**src/rtl/atomrv_pkg.sv**
```systemverilog
// Shared widths and ALU opcode encoding for the AtomRV execute stage.
package atomrv_pkg;

    localparam int DATA_W = 32;
    localparam int REG_W  = 5;
    localparam int OP_W   = 6;

    typedef enum logic [OP_W-1:0] {
        ALU_ADD  = 6'd0,
        ALU_SUB  = 6'd1,
        ALU_SLL  = 6'd2,
        ALU_SLT  = 6'd3,
        ALU_SLTU = 6'd4,
        ALU_XOR  = 6'd5,
        ALU_SRL  = 6'd6,
        ALU_SRA  = 6'd7,
        ALU_OR   = 6'd8,
        ALU_AND  = 6'd9,
        ALU_BEQ  = 6'd16,
        ALU_BNE  = 6'd17,
        ALU_BLT  = 6'd18,
        ALU_BGE  = 6'd19,
        ALU_BLTU = 6'd20,
        ALU_BGEU = 6'd21
    } alu_op_e;

    // MEM wins over WB because it holds the younger value; x0 never forwards.
    function automatic logic [1:0] fwd_sel(input logic [REG_W-1:0] rs,
                                           input logic [REG_W-1:0] rd_m,
                                           input logic [REG_W-1:0] rd_wb);
        if (rs == rd_m && rd_m != '0)
            return 2'b01;
        else if (rs == rd_wb && rd_wb != '0)
            return 2'b10;
        else
            return 2'b00;
    endfunction

endpackage

```
**src/rtl/atomrv_core_alu_if.sv**
```systemverilog
// Execute-stage operand, control and result bundle between decode and the ALU.
interface atomrv_core_alu_if;
    import atomrv_pkg::*;

    logic [OP_W-1:0]   ALUop_i;
    logic [DATA_W-1:0] operand_A;
    logic [DATA_W-1:0] operand_B;
    logic [DATA_W-1:0] operand_B_f_i;
    logic [DATA_W-1:0] PC_i;
    logic [DATA_W-1:0] immed_i;
    logic [DATA_W-1:0] address_i;
    logic [DATA_W-1:0] R2_i;
    logic [REG_W-1:0]  RD_i;
    logic [REG_W-1:0]  RS1_i;
    logic [REG_W-1:0]  RS2_i;
    logic              DR_EN_i;
    logic              DWR_EN_i;
    logic              RWR_EN_i;
    logic              SB_EN_i;
    logic              UJE_i;
    logic              JALRE_i;
    logic              U_EN_i;
    logic              LUI_EN_i;
    logic [REG_W-1:0]  RD_m_i;
    logic [REG_W-1:0]  RD_wb_i;

    logic [DATA_W-1:0] result_o;
    logic [DATA_W-1:0] address_o;
    logic [DATA_W-1:0] PC_o;
    logic              BE_o;
    logic              DR_EN_o;
    logic              DWR_EN_o;
    logic              RWR_EN_o;
    logic [REG_W-1:0]  RD_o;
    logic [DATA_W-1:0] R2_o;
    logic [1:0]        fwd1_o;
    logic [1:0]        fwd2_o;

    modport master (
        output ALUop_i, operand_A, operand_B, operand_B_f_i, PC_i, immed_i,
               address_i, R2_i, RD_i, RS1_i, RS2_i, DR_EN_i, DWR_EN_i,
               RWR_EN_i, SB_EN_i, UJE_i, JALRE_i, U_EN_i, LUI_EN_i,
               RD_m_i, RD_wb_i,
        input  result_o, address_o, PC_o, BE_o, DR_EN_o, DWR_EN_o, RWR_EN_o,
               RD_o, R2_o, fwd1_o, fwd2_o
    );

    modport slave (
        input  ALUop_i, operand_A, operand_B, operand_B_f_i, PC_i, immed_i,
               address_i, R2_i, RD_i, RS1_i, RS2_i, DR_EN_i, DWR_EN_i,
               RWR_EN_i, SB_EN_i, UJE_i, JALRE_i, U_EN_i, LUI_EN_i,
               RD_m_i, RD_wb_i,
        output result_o, address_o, PC_o, BE_o, DR_EN_o, DWR_EN_o, RWR_EN_o,
               RD_o, R2_o, fwd1_o, fwd2_o
    );
endinterface

```
**src/rtl/atomrv_fwd_unit.sv**
```systemverilog
// Operand forwarding select for rs1 and rs2 against the MEM and WB destinations.
// Latency: combinational; no backpressure.
module atomrv_fwd_unit
    import atomrv_pkg::*;
(
    input  logic [REG_W-1:0] rs1,
    input  logic [REG_W-1:0] rs2,
    input  logic [REG_W-1:0] rd_m,
    input  logic [REG_W-1:0] rd_wb,
    output logic [1:0]       fwd1,
    output logic [1:0]       fwd2
);
    assign fwd1 = fwd_sel(rs1, rd_m, rd_wb);
    assign fwd2 = fwd_sel(rs2, rd_m, rd_wb);
endmodule

```
**src/rtl/atomrv_core_alu.sv**
```systemverilog
// AtomRV execute stage: ALU, branch/jump target and resolve, load/store address.
// Latency: 1 cycle for all results, forwarding selects combinational; no stall, no backpressure.
module atomrv_core_alu
    import atomrv_pkg::*;
#(
    parameter int DATAWIDTH        = DATA_W,
    parameter int REG_ADRESS_WIDTH = REG_W,
    parameter int ALU_OP           = OP_W
) (
    input  logic            clk_i,
    input  logic            rst_ni,
    atomrv_core_alu_if.slave alu
);
    localparam int SH_W = $clog2(DATAWIDTH);

    logic [DATAWIDTH-1:0]        a, b, bf;
    logic [SH_W-1:0]             shamt;
    logic [ALU_OP-1:0]           op;
    logic [DATAWIDTH-1:0]        alu_res;
    logic                        cond;
    logic [DATAWIDTH-1:0]        pc_imm, jalr_sum;
    logic [DATAWIDTH-1:0]        res_d, pc_d, addr_d;
    logic                        be_d;
    logic [REG_ADRESS_WIDTH-1:0] rd_d;

    assign a     = alu.operand_A;
    assign b     = alu.operand_B;
    assign bf    = alu.operand_B_f_i;
    assign op    = alu.ALUop_i;
    assign shamt = b[SH_W-1:0];
    assign rd_d  = alu.RD_i;

    always_comb begin
        alu_res = '0;
        cond    = 1'b0;
        case (op)
            ALU_ADD:  alu_res = a + b;
            ALU_SUB:  alu_res = a - b;
            ALU_SLL:  alu_res = a << shamt;
            ALU_SLT:  alu_res = {{(DATAWIDTH-1){1'b0}}, $signed(a) < $signed(b)};
            ALU_SLTU: alu_res = {{(DATAWIDTH-1){1'b0}}, a < b};
            ALU_XOR:  alu_res = a ^ b;
            ALU_SRL:  alu_res = a >> shamt;
            ALU_SRA:  alu_res = $unsigned($signed(a) >>> shamt);
            ALU_OR:   alu_res = a | b;
            ALU_AND:  alu_res = a & b;
            ALU_BEQ:  cond = (a == bf);
            ALU_BNE:  cond = (a != bf);
            ALU_BLT:  cond = ($signed(a) <  $signed(bf));
            ALU_BGE:  cond = ($signed(a) >= $signed(bf));
            ALU_BLTU: cond = (a <  bf);
            ALU_BGEU: cond = (a >= bf);
            default: begin
                alu_res = '0;
                cond    = 1'b0;
            end
        endcase
    end

    assign pc_imm   = alu.PC_i + alu.immed_i;
    assign jalr_sum = a + alu.immed_i;

    always_comb begin
        if (alu.LUI_EN_i)
            res_d = alu.immed_i;
        else if (alu.U_EN_i)
            res_d = pc_imm;
        else if (alu.UJE_i || alu.JALRE_i)
            res_d = alu.PC_i + DATAWIDTH'(4);
        else
            res_d = alu_res;

        if (alu.JALRE_i)
            pc_d = {jalr_sum[DATAWIDTH-1:1], 1'b0};
        else if (alu.UJE_i || alu.SB_EN_i)
            pc_d = pc_imm;
        else
            pc_d = '0;

        be_d   = alu.UJE_i | alu.JALRE_i | (alu.SB_EN_i & cond);
        addr_d = (alu.DR_EN_i || alu.DWR_EN_i) ? (a + alu.address_i) : '0;
    end

    always_ff @(posedge clk_i or negedge rst_ni) begin
        if (!rst_ni) begin
            alu.result_o  <= '0;
            alu.address_o <= '0;
            alu.PC_o      <= '0;
            alu.BE_o      <= 1'b0;
            alu.DR_EN_o   <= 1'b0;
            alu.DWR_EN_o  <= 1'b0;
            alu.RWR_EN_o  <= 1'b0;
            alu.RD_o      <= '0;
            alu.R2_o      <= '0;
        end else begin
            alu.result_o  <= res_d;
            alu.address_o <= addr_d;
            alu.PC_o      <= pc_d;
            alu.BE_o      <= be_d;
            alu.DR_EN_o   <= alu.DR_EN_i;
            alu.DWR_EN_o  <= alu.DWR_EN_i;
            alu.RWR_EN_o  <= alu.RWR_EN_i;
            alu.RD_o      <= rd_d;
            alu.R2_o      <= alu.R2_i;
        end
    end

    atomrv_fwd_unit u_fwd (
        .rs1   (alu.RS1_i),
        .rs2   (alu.RS2_i),
        .rd_m  (alu.RD_m_i),
        .rd_wb (alu.RD_wb_i),
        .fwd1  (alu.fwd1_o),
        .fwd2  (alu.fwd2_o)
    );
endmodule

```
**src/flat_wrapper.sv**
```systemverilog
// flat-port wrapper written by rule: the top's interface ports become plain ports
module atomrv_core_alu_flat import atomrv_pkg::*;
#(
    parameter int DATAWIDTH        = DATA_W,
    parameter int REG_ADRESS_WIDTH = REG_W,
    parameter int ALU_OP           = OP_W
)
  (clk_i, rst_ni, alu_ALUop_i, alu_operand_A, alu_operand_B, alu_operand_B_f_i, alu_PC_i, alu_immed_i, alu_address_i, alu_R2_i, alu_RD_i, alu_RS1_i, alu_RS2_i, alu_DR_EN_i, alu_DWR_EN_i, alu_RWR_EN_i, alu_SB_EN_i, alu_UJE_i, alu_JALRE_i, alu_U_EN_i, alu_LUI_EN_i, alu_RD_m_i, alu_RD_wb_i, alu_result_o, alu_address_o, alu_PC_o, alu_BE_o, alu_DR_EN_o, alu_DWR_EN_o, alu_RWR_EN_o, alu_RD_o, alu_R2_o, alu_fwd1_o, alu_fwd2_o);
  atomrv_core_alu_if alu_i ();
  input  logic clk_i;
  input  logic rst_ni;
  input wire logic [$bits(alu_i.ALUop_i)-1:0] alu_ALUop_i;
  input wire logic [$bits(alu_i.operand_A)-1:0] alu_operand_A;
  input wire logic [$bits(alu_i.operand_B)-1:0] alu_operand_B;
  input wire logic [$bits(alu_i.operand_B_f_i)-1:0] alu_operand_B_f_i;
  input wire logic [$bits(alu_i.PC_i)-1:0] alu_PC_i;
  input wire logic [$bits(alu_i.immed_i)-1:0] alu_immed_i;
  input wire logic [$bits(alu_i.address_i)-1:0] alu_address_i;
  input wire logic [$bits(alu_i.R2_i)-1:0] alu_R2_i;
  input wire logic [$bits(alu_i.RD_i)-1:0] alu_RD_i;
  input wire logic [$bits(alu_i.RS1_i)-1:0] alu_RS1_i;
  input wire logic [$bits(alu_i.RS2_i)-1:0] alu_RS2_i;
  input wire logic [$bits(alu_i.DR_EN_i)-1:0] alu_DR_EN_i;
  input wire logic [$bits(alu_i.DWR_EN_i)-1:0] alu_DWR_EN_i;
  input wire logic [$bits(alu_i.RWR_EN_i)-1:0] alu_RWR_EN_i;
  input wire logic [$bits(alu_i.SB_EN_i)-1:0] alu_SB_EN_i;
  input wire logic [$bits(alu_i.UJE_i)-1:0] alu_UJE_i;
  input wire logic [$bits(alu_i.JALRE_i)-1:0] alu_JALRE_i;
  input wire logic [$bits(alu_i.U_EN_i)-1:0] alu_U_EN_i;
  input wire logic [$bits(alu_i.LUI_EN_i)-1:0] alu_LUI_EN_i;
  input wire logic [$bits(alu_i.RD_m_i)-1:0] alu_RD_m_i;
  input wire logic [$bits(alu_i.RD_wb_i)-1:0] alu_RD_wb_i;
  output wire logic [$bits(alu_i.result_o)-1:0] alu_result_o;
  output wire logic [$bits(alu_i.address_o)-1:0] alu_address_o;
  output wire logic [$bits(alu_i.PC_o)-1:0] alu_PC_o;
  output wire logic [$bits(alu_i.BE_o)-1:0] alu_BE_o;
  output wire logic [$bits(alu_i.DR_EN_o)-1:0] alu_DR_EN_o;
  output wire logic [$bits(alu_i.DWR_EN_o)-1:0] alu_DWR_EN_o;
  output wire logic [$bits(alu_i.RWR_EN_o)-1:0] alu_RWR_EN_o;
  output wire logic [$bits(alu_i.RD_o)-1:0] alu_RD_o;
  output wire logic [$bits(alu_i.R2_o)-1:0] alu_R2_o;
  output wire logic [$bits(alu_i.fwd1_o)-1:0] alu_fwd1_o;
  output wire logic [$bits(alu_i.fwd2_o)-1:0] alu_fwd2_o;
  assign alu_i.ALUop_i = alu_ALUop_i;
  assign alu_i.operand_A = alu_operand_A;
  assign alu_i.operand_B = alu_operand_B;
  assign alu_i.operand_B_f_i = alu_operand_B_f_i;
  assign alu_i.PC_i = alu_PC_i;
  assign alu_i.immed_i = alu_immed_i;
  assign alu_i.address_i = alu_address_i;
  assign alu_i.R2_i = alu_R2_i;
  assign alu_i.RD_i = alu_RD_i;
  assign alu_i.RS1_i = alu_RS1_i;
  assign alu_i.RS2_i = alu_RS2_i;
  assign alu_i.DR_EN_i = alu_DR_EN_i;
  assign alu_i.DWR_EN_i = alu_DWR_EN_i;
  assign alu_i.RWR_EN_i = alu_RWR_EN_i;
  assign alu_i.SB_EN_i = alu_SB_EN_i;
  assign alu_i.UJE_i = alu_UJE_i;
  assign alu_i.JALRE_i = alu_JALRE_i;
  assign alu_i.U_EN_i = alu_U_EN_i;
  assign alu_i.LUI_EN_i = alu_LUI_EN_i;
  assign alu_i.RD_m_i = alu_RD_m_i;
  assign alu_i.RD_wb_i = alu_RD_wb_i;
  assign alu_result_o = alu_i.result_o;
  assign alu_address_o = alu_i.address_o;
  assign alu_PC_o = alu_i.PC_o;
  assign alu_BE_o = alu_i.BE_o;
  assign alu_DR_EN_o = alu_i.DR_EN_o;
  assign alu_DWR_EN_o = alu_i.DWR_EN_o;
  assign alu_RWR_EN_o = alu_i.RWR_EN_o;
  assign alu_RD_o = alu_i.RD_o;
  assign alu_R2_o = alu_i.R2_o;
  assign alu_fwd1_o = alu_i.fwd1_o;
  assign alu_fwd2_o = alu_i.fwd2_o;
  atomrv_core_alu #(.DATAWIDTH(DATAWIDTH), .REG_ADRESS_WIDTH(REG_ADRESS_WIDTH), .ALU_OP(ALU_OP)) u_core (.clk_i(clk_i), .rst_ni(rst_ni), .alu(alu_i));
endmodule
```
**config.mk**
```make
export PLATFORM = sky130hd
export DESIGN_NAME = atomrv_core_alu_flat
export DESIGN_NICKNAME = d
export VERILOG_FILES = /design/src/rtl/atomrv_pkg.sv /design/src/rtl/atomrv_core_alu_if.sv /design/src/rtl/atomrv_fwd_unit.sv /design/src/rtl/atomrv_core_alu.sv /design/src/flat_wrapper.sv
export SDC_FILE = /design/constraint.sdc
export NUM_CORES = 1
export LEC_CHECK = 0
export BUFFER_PORTS_ARGS = -buffer_cell sky130_fd_sc_hd__buf_4
export CAP_MARGIN = 25
export CORE_MARGIN = 4
export CORE_UTILIZATION = 60
export DETAILED_ROUTE_END_ITERATION = 12
export GPL_TIMING_DRIVEN = 0
export PLACE_DENSITY = 0.95
export SLEW_MARGIN = 20
export SYNTH_ARGS = -nofsm -noshare
export SYNTH_HDL_FRONTEND = slang
export SYNTH_SLANG_ARGS = --single-unit
export TNS_END_PERCENT = 100
```
**constraint.sdc**
```tcl
create_clock -name clk_i -period 1.8 [get_ports clk_i]
set_clock_uncertainty 0.15 [all_clocks]
set_input_delay 0.09 -clock clk_i [delete_from_list [all_inputs] [get_ports clk_i]]
set_output_delay 0.09 -clock clk_i [all_outputs]
set_load 0.02 [all_outputs]
```
==> results list, run 1 <==
- The run stopped with a tool error.
- EDFF count, synth: 0
* Combinational family with the most area after synthesis: compound AO/OA/AOI/OAI gates
* Global router's overall resource usage: 0.796
- Row generation in the floorplan step produced 65 rows.
- Number of distinct standard cells referenced by the synthesized netlist: 100
- Deepest clock path buffer count: 2
- In this run the count of I/O pins placed on the die edge is 406.
* Number of port buffers: 400
* Width of the chip: 189 um
- Mean instance size in the synthesized netlist: 7.91 um^2
* Total of flip-flops plus latches after synthesis: 137
- The cell sitting at the root of the clock tree is a clkbuf_16.
- The floorplan step set the die height to 189 um.
- For this run, the register share of the synthesized area comes to 0.175.
* Remaining Overflow, GRT: 347
- The first global-routing pass estimated 221000 um of wire.
* Cts bufs inserted: 17
- The number of nets in the synthesized netlist is 2977.
* Async set-reset flop share out of synthesis: 1.00
- The compound-gate portion of the synthesized area was 0.289.
- Tool error: [ERROR GRT-0116] Global routing finished with congestion. Check the congestion regions in the DRC Viewer.
- Post-synthesis mux area share: 0.0907
* Via count of the first global-routing pass: 33.5k
- After legalization and detailed placement, the total HPWL measured 70700 um.
- It got as far as global routing and failed there.
* Total clock sinks: 137
- Of the total synthesized cell area, the portion taken by XOR and XNOR cells is 0.0661.
- The mapped netlist covers 19600 um^2.
- Placed instance area: 24000 um^2
- Once placement completed, the tool counted placed cells totaling 3318.
- Flip-flop cell with the highest count after synthesis: dfrtp_1
- Largest net degree at the start of global routing: 83
* Post-synthesis share of cell area spent on full adders, half adders and majority gates: 0.149
* Synth Area in Simple Gates: 0.168
- OpenSTA, run right after detailed placement, puts the worst setup slack at -2370 ps.
- H-Tree Depth: 4
* Synthesized instance count: 2482
* Global placer's final weighted congestion: 1.46
* Initial standard-cell utilization of the core: 0.615
* Synth warnings: 0
[per-stage QoR]
| stage | hold WS (ps) | util | TNS [ps] |
|---|---|---|---|
| after floorplan | -356 | - | -40680 |
| after global placement | 49.9 | 0.751 | -93600 |
| after detailed placement | -120 | 0.752 | -99550 |
| after CTS | 0.248 | 0.884 | -48640 |
[kinds of logic after synthesis]
group,after synthesis
compound gates,854
flops,137
fa+ha+maj,230
buf+inv,294
xor+xnor,148
mux,116
simple gates,703
[cell usage after synthesis (all sizes together), types with 23 or more instances]
| cell type | count | area [um^2] |
|---|---|---|
| a221oi | 30 | 282 |
| xor2 | 58 | 508 |
| nand2 | 178 | 668 |
| inv | 159 | 597 |
| nand3 | 53 | 270 |
| nor2 | 239 | 902 |
| mux2i | 47 | 470 |
| a211oi | 55 | 435 |
| nand4 | 30 | 188 |
| o21bai | 25 | 188 |
| clkbuf | 70 | 263 |
| a21oi | 215 | 1080 |
| dfrtp | 137 | 3430 |
| xnor2 | 90 | 788 |
| o21a | 27 | 203 |
| nor3 | 57 | 285 |
| ha | 225 | 2820 |
| o21ai | 195 | 980 |
| a21o | 58 | 435 |
| o22ai | 23 | 144 |
| a31oi | 34 | 213 |
| mux4 | 47 | 1060 |
| o211ai | 33 | 248 |
| nor2b | 23 | 144 |
| buf | 61 | 347 |
[what timing repair did]
item / CTS
buffers inserted: 111
endpoints found under the setup margin: 82
gates resized for setup: 415
pin swaps: 163
hold buffers: 88
endpoints found under the hold margin: 220
[per-layer routing]
layer  global-route usage  GRT overflow
met1                0.766            17
met2                0.925           183
met3                0.718            26
met4                0.795           119
met5                0.464             2
==> run 2, diff against run 1 <==
--- a/config.mk
+++ b/config.mk
@@ -8,10 +8,10 @@
 export BUFFER_PORTS_ARGS = -buffer_cell sky130_fd_sc_hd__buf_4
 export CAP_MARGIN = 25
 export CORE_MARGIN = 4
-export CORE_UTILIZATION = 60
+export CORE_UTILIZATION = 40
 export DETAILED_ROUTE_END_ITERATION = 12
 export GPL_TIMING_DRIVEN = 0
-export PLACE_DENSITY = 0.95
+export PLACE_DENSITY_LB_ADDON = 0.15
 export SLEW_MARGIN = 20
 export SYNTH_ARGS = -nofsm -noshare
 export SYNTH_HDL_FRONTEND = slang
==> run 2 against run 1 <==
  * The flow now finishes, with violations (negative setup slack)
  * Synthesized area unchanged
  * Synthesized cell count unchanged
==> results list, run 2 <==
- Post-detail-place hpwl: 83800 um
* Shortest period the worst path allows: 3250 ps
* Total of flip-flops plus latches after synthesis: 137
* Number of antenna violations at the first check in global routing: 9
* Post-route core utilization: 0.619
* Flip-flop cell with the highest count after synthesis: dfrtp_1
* DR iter-0 viols: 3553
- nor2_1 is the most common cell in the netlist.
* Layout Area Growth over Synthesis: 51.8%
* Async set-reset flop share out of synthesis: 1.00
* Area used by multi-input combinational logic: 17800 um^2
* TritonRoute pass-1 iters: 7
* Setup CP Type: primary input to flop
- After technology mapping, the gate count stands at 2482.
* Design Power: 0.0171 W
* Internal power summed over all cells: 0.00969 W
* Maximum net fanout on the critical path: 5
* Deepest clock path buffer count: 2
* Top-area cell type share of the netlist area: 0.175
- Minimum setup slack in the final design: -1450 ps
* Status: complete, but fails checks
- Synth top area cells: dfrtp_1 17%, ha_1 14%, a21oi_1 5.5%, mux4_2 5.3%, o21ai_0 4.8%
- Hold path depth: 4
* Global-route wire length before repair: 162000 um
* Inst Count DP: 3539
* Kind of start point of the critical path: primary input
- Summed over all layers, the routed wires come to 114000 um.
- Pin placement for this block handled 406 I/O pins.
- Entering global routing, the biggest net connects 104 pins.
* Sequential power share: 0.211
* Global router's overall resource usage: 0.407
- Share of total power in the clock network: 0.206
* Initial standard-cell utilization of the core: 0.408
* Commonest cells after routing, fill and taps aside: 482 x buf_4, 217 x nor2_1, 172 x nand2_1
- The die is 229 um wide.
- DRT antenna net count: 0
- Via count: 24.7k
- The path with the worst hold slack has its endpoint at u_core.alu.result_o[12].
- HP Class: primary input to flop
- Comb pwr share: 0.583
- For this design the total switching power over the nets is 0.00738 W.
- Mean instance size in the synthesized netlist: 7.91 um^2
- By count the netlist is led by 237 x nor2_1, 225 x ha_1, 214 x a21oi_1.
- The max-slew violation total from the final report was 0.
- Dividing total power by cell area gives a power density of 573 nW/um^2.
- Total of endpoints with negative setup slack in the final report: 79
* Remaining Overflow, GRT: 0
- The tree built by TritonCTS fans out to 137 sinks.
* EDFF count, synth: 0
- Clk slew on worst S/H paths: 60 ps
* Share of the yosys chip area belonging to registers: 0.175
- The biggest area contributor in the post-synthesis netlist is dfrtp_1.
- Of the total power, the share spent switching nets is 0.432.
- At the worst endpoint, the arrival time is 3390 ps.
* FILL cells: 4032
* Number of port buffers: 400
- Most common cell after layout, fill and taps aside: buf_4
* Start point of the critical path: alu_operand_B[2]
* Synth warnings: 0
- The worst-case IR drop observed on VDD is 0.488 mV.
- For this run, the post-layout net count is 3624.
- Synthesized cell area: 19600 um^2
- Number of hold violations in the final report: 0
* Violations in the final reports: negative setup slack
* Area of the die: 52700 um^2
* Worst hold path startpoint: alu_immed_i[12]
* Worst-Margin Slew: 984 ps
* Leakage power: 12.9 nW
* Via count of the first global-routing pass: 24.4k
- In the routed layout, each cell is associated on average with a via count of 6.50.
- For the worst setup path, the data required time is 1950 ps.
- Cell at the root of the clock tree: clkbuf_16
- Seq. cell area: 3430 um^2
- STA classifies the critical path endpoint as a flop.
* Vertical die dimension: 229 um
* Number of distinct standard cells referenced by the synthesized netlist: 100
* Share of the clock period used by the worst path after layout: 1.80
- Relative max-transition margin: 0.344
- The count of cells in the finished layout, fillers not included, comes to 3804.
* Cts bufs inserted: 17
- At the end of routability-driven placement, the weighted congestion stood at 1.10.
* Synthesized netlist net count: 2977
* Detail-routed net length per standard cell: 29.9 um
* H-Tree Depth: 4
- Setup repair after global routing could not meet its margin everywhere.
* Total of max-cap violations: 0
- Row cnt: 80
- Core area: 48100 um^2
- Based on the critical path, the design can be clocked at up to 308 MHz.
* CTS tree: yes
- After detailed routing, the number of remaining DRC violations is 0.
- Fraction of layout cells with a size suffix above 1: 0.364
-- run 2: cell counts after synthesis --
Identical to the previous run, type by type.
-- run 2: layer usage --
layer	vias up	track usage	wire [um]
li1	10600	-	-
met1	11900	0.497	41800
met2	1805	0.629	49700
met3	472	0.118	13500
met4	4	0.256	8670
met5	-	0	28
-- run 2: cell type report --
type / count / share of cell area
timing repair buffer: 635 / 0.186
clock inverter: 12 / 0.00428
inverter: 163 / 0.0226
antenna: 6 / 0.000504
buffer: 124 / 0.0300
multi-input combinational: 2051 / 0.599
tap: 656 / 0.0275
clock buffer: 20 / 0.0153
sequential: 137 / 0.115
-- run 2: worst max path at each step --
| stage | end | slack (ps) | cells past startpoint |
|---|---|---|---|
| floorplan | u_core.alu.result_o[29] | -1330 | 17 |
| global placement | u_core.alu.result_o[10] | -2730 | 13 |
| detailed placement | u_core.alu.result_o[29] | -2480 | 14 |
| CTS | u_core.alu.result_o[29] | -1310 | 17 |
| global route | u_core.alu.result_o[29] | -1420 | 17 |
| finish | u_core.alu.result_o[17] | -1450 | 16 |
-- run 2: kinds of logic after synthesis --
group / Yosys count / synth area share
AO/OA/AOI/OAI: 854 / 0.289
AND/OR/NAND/NOR: 703 / 0.168
buffers and inverters: 294 / 0.0622
adder cells (fa/ha/maj): 230 / 0.149
XOR/XNOR: 148 / 0.0661
flip-flops: 137 / 0.175
multiplexers: 116 / 0.0907
-- run 2: timing repair --
item	CTS	global route
endpoints found under the setup margin	81	125
setup buffers	105	42
gates resized for setup	439	201
cloned	0	1
hold buffers	98	1
endpoints found under the hold margin	229	1
pin swaps	170	144
-- run 2: critical path: stages --
cell and delay [ps]:
buf_8 70, buf_8 110, inv_6 40, buf_12 110, buf_12 110, buf_12 130, ha_4 300, or3_4 150
a31oi_4 100, o31a_1 350, a211oi_4 450, o21ai_1 160, xnor2_1 160, a221oi_2 500, a211oi_1 170, a221o_1 370
-- run 2: power groups by stage --
stage                     registers (W)  logic, W  clock network, W
after floorplan                 0.00417   0.00409                 0
after global placement          0.00365   0.00770                 0
after detailed placement        0.00365   0.00779                 0
after CTS                       0.00360   0.00908           0.00357
after global routing            0.00363    0.0104           0.00369
final                           0.00360   0.00996           0.00351
-- run 2: metrics by stage --
stage / hold slack, ps / area, um^2 / setup TNS [ps] / worst slack (ps)
2_1_floorplan: -356 / 20400 / -40680 / -1330
3_3_place_gp: 49.7 / 24200 / -111050 / -2730
3_5_place_dp: -176 / 24300 / -109930 / -2480
4_1_cts: 0.901 / 28600 / -52800 / -1310
5_1_grt: 4.87 / 29800 / -59930 / -1420
6_report: 10.8 / 29800 / -56500 / -1450
(Power assumes the default switching activity.)
